--- config.mk ---
export PLATFORM = sky130hd
export DESIGN_NAME = exe_mem_stage
export DESIGN_NICKNAME = d
export VERILOG_FILES = /design/src/rtl/exe_mem_pkg.sv /design/src/rtl/pipe_skid_reg.sv /design/src/rtl/exe_mem_stage.sv
export SDC_FILE = /design/constraint.sdc
export NUM_CORES = 1
export LEC_CHECK = 0
export ABC_CLOCK_PERIOD_IN_PS = 17100
export BUFFER_PORTS_ARGS = -buffer_cell sky130_fd_sc_hd__buf_2
export CORE_ASPECT_RATIO = 1.2
export CORE_MARGIN = 2
export CORE_UTILIZATION = 55
export DETAILED_ROUTE_END_ITERATION = 10
export PLACE_DENSITY_LB_ADDON = 0.12
export SLEW_MARGIN = 20
export SYNTH_ARGS = -nofsm -noshare
export SYNTH_HDL_FRONTEND = slang
export SYNTH_SLANG_ARGS = --single-unit
--- constraint.sdc ---
create_clock -name Clk -period 17.1 [get_ports Clk]
set_input_delay 0.855 -clock Clk [delete_from_list [all_inputs] [get_ports Clk]]
set_output_delay 0.855 -clock Clk [all_outputs]
set_load 0.005 [all_outputs]
--- src/rtl/exe_mem_pkg.sv ---
// rtl/exe_mem_pkg.sv - shared constants for the EXE/MEM pipeline register
// Purpose: memory-control bit positions and default datapath widths used by
//          exe_mem_stage and its testbench.
// Ports:   none (package).
package exe_mem_pkg;

  // Bit positions inside the 3-bit {MemRead, MemWrite, MemWrite64} bundle.
  localparam int MEMRD      = 2;
  localparam int MEMWR      = 1;
  localparam int MEMWR64    = 0;
  localparam int MEM_CTRL_W = 3;

  // Default widths.
  localparam int DATA_W_DEF = 32;
  localparam int WIDE_W_DEF = 64;
  localparam int WB_W_DEF   = 10;
  localparam int REG_W_DEF  = 5;
  localparam int CNT_W_DEF  = 16;

  typedef logic [MEM_CTRL_W-1:0] mem_ctrl_t;

endpackage

--- src/rtl/pipe_skid_reg.sv ---
// rtl/pipe_skid_reg.sv - 2-entry skid buffer for a packed payload
// Purpose: registered-ready pipeline register; main entry drives the output,
//          skid entry absorbs the one beat accepted while main is stalled.
// Ports:   clk, rst (async, active-high), flush (drops both entries),
//          in_valid/in_ready/in_data (upstream), out_valid/out_ready/out_data
//          (downstream).
module pipe_skid_reg #(
  parameter int W = 8
) (
  input  logic         clk,
  input  logic         rst,
  input  logic         flush,
  input  logic         in_valid,
  output logic         in_ready,
  input  logic [W-1:0] in_data,
  output logic         out_valid,
  input  logic         out_ready,
  output logic [W-1:0] out_data
);

  logic         main_valid;
  logic         skid_valid;
  logic         in_ready_q;
  logic [W-1:0] main_data;
  logic [W-1:0] skid_data;
  logic         accept;
  logic         deliver;

  always_comb begin
    accept  = in_valid & in_ready_q;
    deliver = main_valid & out_ready;
  end

  // in_ready_q always tracks !skid_valid for the coming cycle, so the
  // upstream ready never depends combinationally on out_ready.
  always_ff @(posedge clk or posedge rst) begin
    if (rst) begin
      main_valid <= 1'b0;
      skid_valid <= 1'b0;
      in_ready_q <= 1'b1;
      main_data  <= '0;
      skid_data  <= '0;
    end else if (flush) begin
      main_valid <= 1'b0;
      skid_valid <= 1'b0;
      in_ready_q <= 1'b1;
    end else if (!main_valid || deliver) begin
      // Main frees up this edge: the older skid beat has priority. While
      // skid is full in_ready_q is low, so no new beat can collide with it.
      if (skid_valid) begin
        main_data  <= skid_data;
        main_valid <= 1'b1;
        skid_valid <= 1'b0;
        in_ready_q <= 1'b1;
      end else if (accept) begin
        main_data  <= in_data;
        main_valid <= 1'b1;
      end else begin
        main_valid <= 1'b0;
      end
    end else if (accept) begin
      skid_data  <= in_data;
      skid_valid <= 1'b1;
      in_ready_q <= 1'b0;
    end
  end

  assign in_ready  = in_ready_q;
  assign out_valid = main_valid;
  assign out_data  = main_data;

endmodule

--- src/rtl/exe_mem_stage.sv ---
// rtl/exe_mem_stage.sv - EXE/MEM pipeline register with skid buffering
// Purpose: carries the EXE results to the MEM stage through a 2-entry skid
//          buffer, gates memory strobes with validity and counts stall cycles.
// Ports:   Clk, Rst (async, active-high); in_valid/in_ready/flush and EXE
//          payload inputs; out_valid/out_ready and MEM payload outputs;
//          MemRead/MemWrite/MemWrite64 strobes; stall_cnt.
module exe_mem_stage
  import exe_mem_pkg::*;
#(
  parameter int DATA_W = DATA_W_DEF,
  parameter int WIDE_W = WIDE_W_DEF,
  parameter int WB_W   = WB_W_DEF,
  parameter int REG_W  = REG_W_DEF,
  parameter int CNT_W  = CNT_W_DEF
) (
  input  logic              Clk,
  input  logic              Rst,
  input  logic              in_valid,
  output logic              in_ready,
  input  logic              flush,
  input  logic [WIDE_W-1:0] OUT_ALU64,
  input  logic [DATA_W-1:0] OUT_ALU32,
  input  logic [WIDE_W-1:0] Rt_data64_EXE,
  input  logic [DATA_W-1:0] Rt_data_EXE,
  input  logic [DATA_W-1:0] Rs_data_EXE,
  input  logic [REG_W-1:0]  RegWr_EXE,
  input  logic [WB_W-1:0]   WB_control_EX,
  input  logic [2:0]        MEM_control_EX,
  output logic [WIDE_W-1:0] OUT_ALU64_MEM,
  output logic [DATA_W-1:0] Adrs_MEM,
  output logic [WIDE_W-1:0] Rt_data64_MEM,
  output logic [DATA_W-1:0] Rt_data_MEM,
  output logic [DATA_W-1:0] HILO_write_MEM,
  output logic [REG_W-1:0]  RegWr_MEM,
  output logic [WB_W-1:0]   WB_control_MEM,
  output logic              out_valid,
  input  logic              out_ready,
  output logic              MemRead,
  output logic              MemWrite,
  output logic              MemWrite64,
  output logic [CNT_W-1:0]  stall_cnt
);

  localparam int PW = 2 * WIDE_W + 3 * DATA_W + REG_W + WB_W + MEM_CTRL_W;

  logic [PW-1:0] in_payload;
  logic [PW-1:0] out_payload;
  mem_ctrl_t     mem_ctrl_q;

  assign in_payload = {OUT_ALU64, OUT_ALU32, Rt_data64_EXE, Rt_data_EXE,
                       Rs_data_EXE, RegWr_EXE, WB_control_EX, MEM_control_EX};

  pipe_skid_reg #(.W(PW)) u_buf (
    .clk       (Clk),
    .rst       (Rst),
    .flush     (flush),
    .in_valid  (in_valid),
    .in_ready  (in_ready),
    .in_data   (in_payload),
    .out_valid (out_valid),
    .out_ready (out_ready),
    .out_data  (out_payload)
  );

  assign {OUT_ALU64_MEM, Adrs_MEM, Rt_data64_MEM, Rt_data_MEM,
          HILO_write_MEM, RegWr_MEM, WB_control_MEM, mem_ctrl_q} = out_payload;

  // A stale or flushed entry must never reach memory as a strobe.
  assign MemRead    = mem_ctrl_q[MEMRD]   & out_valid;
  assign MemWrite   = mem_ctrl_q[MEMWR]   & out_valid;
  assign MemWrite64 = mem_ctrl_q[MEMWR64] & out_valid;

  // Saturating stall counter; only reset clears it.
  always_ff @(posedge Clk or posedge Rst) begin
    if (Rst) begin
      stall_cnt <= '0;
    end else if (out_valid && !out_ready && (stall_cnt != {CNT_W{1'b1}})) begin
      stall_cnt <= stall_cnt + 1'b1;
    end
  end

endmodule

After elaboration in Yosys (flattened, before gate mapping)
Cells that the tools add are included.
{ "word_totals": {"register_bits": 503, "latch_bits": 0, "ram_bits": 0, "rom_bits": 0, "output_inout_bits": 260, "wordCells": 40, "n_memories": 0} }
{ "op_classes": {"add_sub_neg": 1, "mul": 0, "n_div": 0, "order_cmp": 0, "n_eq_ne": 2, "n_shift": 0, "muxes": 13, "bitwise_logic": 7, "n_reduce_logical": 11} }
{ "ops": {"columns": ["operator", "n"], "rows": [
  ["$mux W242", 2],
  ["$add A16 B1 Y16 const B", 1],
  ["$ne A16 B16 Y1 const B", 1],
  ["$mux W1", 11],
  ["$reduce_and A3 Y1", 2],
  ["$and A1 B1 Y1", 5],
  ["$reduce_bool A2 Y1", 2],
  ["$ne A3 B2 Y1 const B", 1],
  ["$reduce_bool A3 Y1", 1],
  ["$logic_and A1 B1 Y1", 2],
  ["$logic_not A1 Y1", 2],
  ["$not A1 Y1", 2],
  ["$reduce_and A2 Y1", 1],
  ["$logic_or A1 B1 Y1", 1]
]} }

Depth between registers and ports, before layout
{ "depth": {"word_depth": 5, "ltp_mapped": 7} }

Hierarchy
A second synthesis with hierarchy kept.
{ "hier_totals": {"cells_unflattened": 1382, "hier_area_um2": 21804.7} }
{ "modules_own_cells": {"columns": ["module", "n_inst", "cells_per_inst", "area_each_um2"], "rows": [
  ["pipe_skid_reg", 1, 1306, 20970.1],
  ["exe_mem_stage", 1, 76, 834.6]
]} }

Worst setup path before layout
No wires, ideal clock.
{ "synth_timing": {"path_kind": "input to register", "from": "input port out_ready", "to": "register u_buf.skid_data[100]", "setup_ps": 128, "arrival_time_ps": 2127, "slack_ps": 14845, "cell_stages": 5, "cell_sequence": "nand2b_1 > nor3_2 > buf_2 > buf_2 > mux2_1"} }
{ "synth_via": {"elab_chain_len": 4} }
{ "synth_rtl": {"columns": ["item", "line", "rtl"], "rows": [
  ["from (decl)", "exe_mem_stage.sv:37", "input logic out_ready,"],
  ["$and A1 B1 Y1", "pipe_skid_reg.sv:31", "deliver = main_valid & out_ready;"],
  ["$logic_or A1 B1 Y1", "pipe_skid_reg.sv:47", "end else if (!main_valid || deliver) begin"],
  ["$not A1 Y1 (no line)", null, null],
  ["$reduce_and A3 Y1 (no line)", null, null],
  ["to (signal assigned)", "pipe_skid_reg.sv:62", "skid_data <= in_data;"],
  ["to (decl)", "pipe_skid_reg.sv:25", "logic [W-1:0] skid_data;"]
]} }
No other way between the ends.
A chain may end at the register's enable or synchronous reset.

Final worst setup path
{ "layout_timing": {"from": "register u_buf.skid_valid", "to": "register u_buf.main_data[174] (netlist: u_buf.out_data[174])"} }
{ "layout_via": {"elab_chain_len": 2, "elab_cells_between_ends": 3} }
{ "layout_rtl": {"columns": ["item", "line", "rtl"], "rows": [
  ["from (decl)", "pipe_skid_reg.sv:22", "logic skid_valid;"],
  ["from (signal assigned)", "pipe_skid_reg.sv:39", "skid_valid <= 1'b0;"],
  ["from (signal assigned)", "pipe_skid_reg.sv:45", "skid_valid <= 1'b0;"],
  ["from (signal assigned)", "pipe_skid_reg.sv:53", "skid_valid <= 1'b0;"],
  ["$reduce_bool A2 Y1 (no line)", null, null],
  ["$reduce_and A3 Y1 (no line)", null, null],
  ["to (signal assigned)", "pipe_skid_reg.sv:51", "main_data <= skid_data;"],
  ["to (signal assigned)", "pipe_skid_reg.sv:56", "main_data <= in_data;"],
  ["to (decl)", "pipe_skid_reg.sv:24", "logic [W-1:0] main_data;"]
]} }
Several ways; a longest one is shown, not always the timed one.

==> results.py <==
metrics = {
    "synthesis": {
        "ys_seq_area_frac": 0.556,
        "synth_top_area_share": 0.555,
        "synth-compound-area-share": 0.0560,
        "synth-seq-cells": 503,
        "synth-xor-area-share": 0.00387,
        "netlist.top_cell.by_area": "dfrtp_1",
        "synth_edf_count": 0,
        "netlist_instances": 1888,
        "synth_mux_area_frac": 0.228,
        "syn-num-nets": 2136,
        "syn_avg_cell_area_um2": 12.0,
        "yosys-top-cells-count": "dfrtp_1 (502), buf_4 (253), a21oi_1 (249), nor2_1 (245), mux2i_1 (242)",
        "synth_top_family_by_area": "multiplexers",
        "synthAdderAreaFrac": 0.000552,
        "synth_cell_types": 37,
        "synthArstFlopShare": 1.00,
        "synthSimpleGateAreaFrac": 0.0532,
        "yosysMostFrequentCell": "dfrtp_1",
        "syn-cell-area_um2": 22700,
        "synth_top_flop_cell": "dfrtp_1",
        "synth.area.top_cells": "dfrtp_1 (55%), mux2i_1 (11%), mux2_1 (8.9%), buf_4 (8.4%), a21oi_1 (5.5%)",
        "yosys_warnings": 0,
    },
    "timing": {
        "post-route-period-util": 0.243,
        "relSlewSlack": 0.264,
        "drv_slew": 0,
        "period_needed_ns": 4.16,
        "max_freq_ghz": 0.240,
        "rsz0062_at_grt": "no",
        "clock_skew_ns": 0.0155,
        "hold_viol_final": 0,
        "setup_violations": 0,
        "worst_pin_slew_ns": 1.10,
        "setup_tns_ns": 0,
    },
    "clock_tree": {
        "post_cts_buffers": 0,
        "cts_inserted_buffers": 51,
        "cts.hold.buffers_added": 0,
        "clkTransAtPathRegs_ns": 0.06,
        "cts_tree": "yes",
        "cts.repair.resized": 0,
        "ctsHtreeMaxLevel": 2,
        "clockBufferDepth": 3,
        "root_buffer": "clkbuf_16",
        "clk_latency_ns": 0.56,
        "clock-sinks": 503,
    },
    "layout": {
        "fin_area_um2": 25400,
        "drive_above_1_share": 0.314,
        "fin_util": 0.625,
        "instances_no_fill": 2720,
        "syn_to_final_growth_pct": 12.3,
        "fill_cells": 3389,
        "fin_nets": 2368,
    },
    "floorplanning": {
        "rows": 81,
        "fp.dieW_um": 189,
        "die_y_um": 226,
        "core_um2": 40700,
        "dieArea_um2": 42800,
        "start_util": 0.556,
        "io_pins": 507,
    },
    "placed_design": {
        "port_buffers": 506,
        "place_congestion": 0.804,
        "dp_hpwl_um": 34500,
        "dpl_cell_area_um2": 23700,
        "dp_cells": 2605,
    },
    "route": {
        "via_count": 14300,
        "vias_per_cell": 5.26,
        "drt_wl_total_um": 50700,
        "route.detailed.drc": 0,
        "first_pass_iters": 4,
        "drtIter0Drc": 738,
        "ant_nets": 0,
        "wl_per_cell_um": 18.6,
    },
    "power_and_ir_drop": {
        "vdd_drop_max_mv": 0.0886,
        "power.density_nw_per_um2": 127,
        "finalPower_mw": 3.24,
        "cellLeakagePower_nw": 11.3,
    },
    "global_route": {
        "grt_overflow": 0,
        "track_usage": 0.232,
        "grt_first_pass_wirelength_um": 78700,
        "grt_pass1_vias": 14500,
        "antenna_found_initial": 27,
        "grt_max_degree": 184,
    },
    "worst_setup_path": {
        "startpoint_type": "flip-flop",
        "worstReg2RegStart": "u_buf.skid_valid",
        "r2r_cells": 7,
        "r2r_slack_ns": 12.94,
        "critical_path_class": "flip-flop to flip-flop",
        "reg2reg_to": "u_buf.out_data[174]",
        "cp-end-kind": "flip-flop",
        "arrival_ns": 4.65,
        "path_max_fanout": 116,
        "cp.required_ns": 17.59,
    },
    "job": {
        "drv_cap": 0,
    },
    "run_status": {
        "outcome": "finished clean",
    },
    "worst_hold_path": {
        "hold_class": "primary input to async pin",
    },
}
## state kept, by name (all words and copies together), names as in the netlist
| register | flops |
|---|---|
| u_buf.skid_valid | 1 |
| stall_cnt | 16 |
| u_buf.in_ready | 1 |
| u_buf.skid_data | 242 |
| u_buf.out_valid | 1 |
| u_buf.out_data | 242 |
## layer usage
metal / vias up / global-route usage / share of wire
li1: 6741 / - / -
met2: 407 / 0.383 / 0.49
met4: 20 / 0.106 / 0.041
met3: 110 / 0.0752 / 0.078
met5: - / 0 / 0.0023
met1: 7041 / 0.279 / 0.39
## cell usage in the layout (no fill, tap or decap), types with 2 or more instances in the layout
cell and n:
buf_2 506, dfrtp_1 501, a21oi_1 249, nor2_1 245, mux2i_1 242, mux2_1 180, mux2_2 63, clkbuf_16 53
diode_2 19, buf_4 15, clkinv_2 14, clkbuf_1 14, clkbuf_8 10, xor2_1 9, nor3_1 7, nand2_1 5
nand3_1 4, and3_1 4, and2_1 3, nand4_1 3, nor4_1 3, nor2b_1 2, nand2b_1 2, o21ai_0 2
nor3_4 2, bufinv_16 2
## through the flow
step,hold slack (ns),setup slack (ns)
after global placement,0.466,12.30
after CTS,0.480,12.16
after detailed placement,0.475,12.17
after global routing,0.495,12.60
final,0.458,12.94
after floorplan,0.458,2.20
## worst max-delay path, stage by stage, from the launching register on
cell and delay [ns]:
dfrtp_4 1.00, a21oi_1 0.23, nor3_4 0.41, buf_4 0.54, buf_6 0.66, buf_4 0.80, nor2_1 0.09, a21oi_1 0.16
## power by group
group	switching (mW)	leakage (nW)	total (mW)	internal [mW]
clock	0.455	0.829	1.10	0.642
combinational	0.259	4.54	0.530	0.271
sequential	0.146	5.88	1.61	1.47
## cell families after synthesis
group / Yosys count
XOR/XNOR: 10
AND/OR/NAND/NOR: 288
AO/OA/AOI/OAI: 253
multiplexers: 486
buffers and inverters: 347
adder cells (fa/ha/maj): 1
flip-flops: 503
## worst max-delay path by stage
stage,slack (ns),endpoint,startpoint,cells after the start
after CTS,12.16,u_buf.out_data[183],u_buf.skid_valid,7
after detailed placement,12.17,u_buf.out_data[183],u_buf.skid_valid,6
after floorplan,2.20,stall_cnt[0],Rst,1
final,12.94,u_buf.out_data[174],u_buf.skid_valid,7
after global routing,12.60,u_buf.out_data[129],u_buf.skid_valid,7
after global placement,12.30,u_buf.out_data[173],u_buf.skid_valid,6
## cell type report
type / instances / area [um^2] / area share
multi-input cells: 1038 / 7760 / 0.305
diodes: 19 / 47.5 / 0.00187
repair buffers: 524 / 2690 / 0.106
flip-flops and latches: 503 / 12600 / 0.495
clock buffers: 77 / 1520 / 0.0596
inverters: 2 / 15.0 / 0.000590
well taps: 539 / 674 / 0.0265
clock inverters: 18 / 146 / 0.00575
No activity file was read; power rests on OpenSTA's default activity.
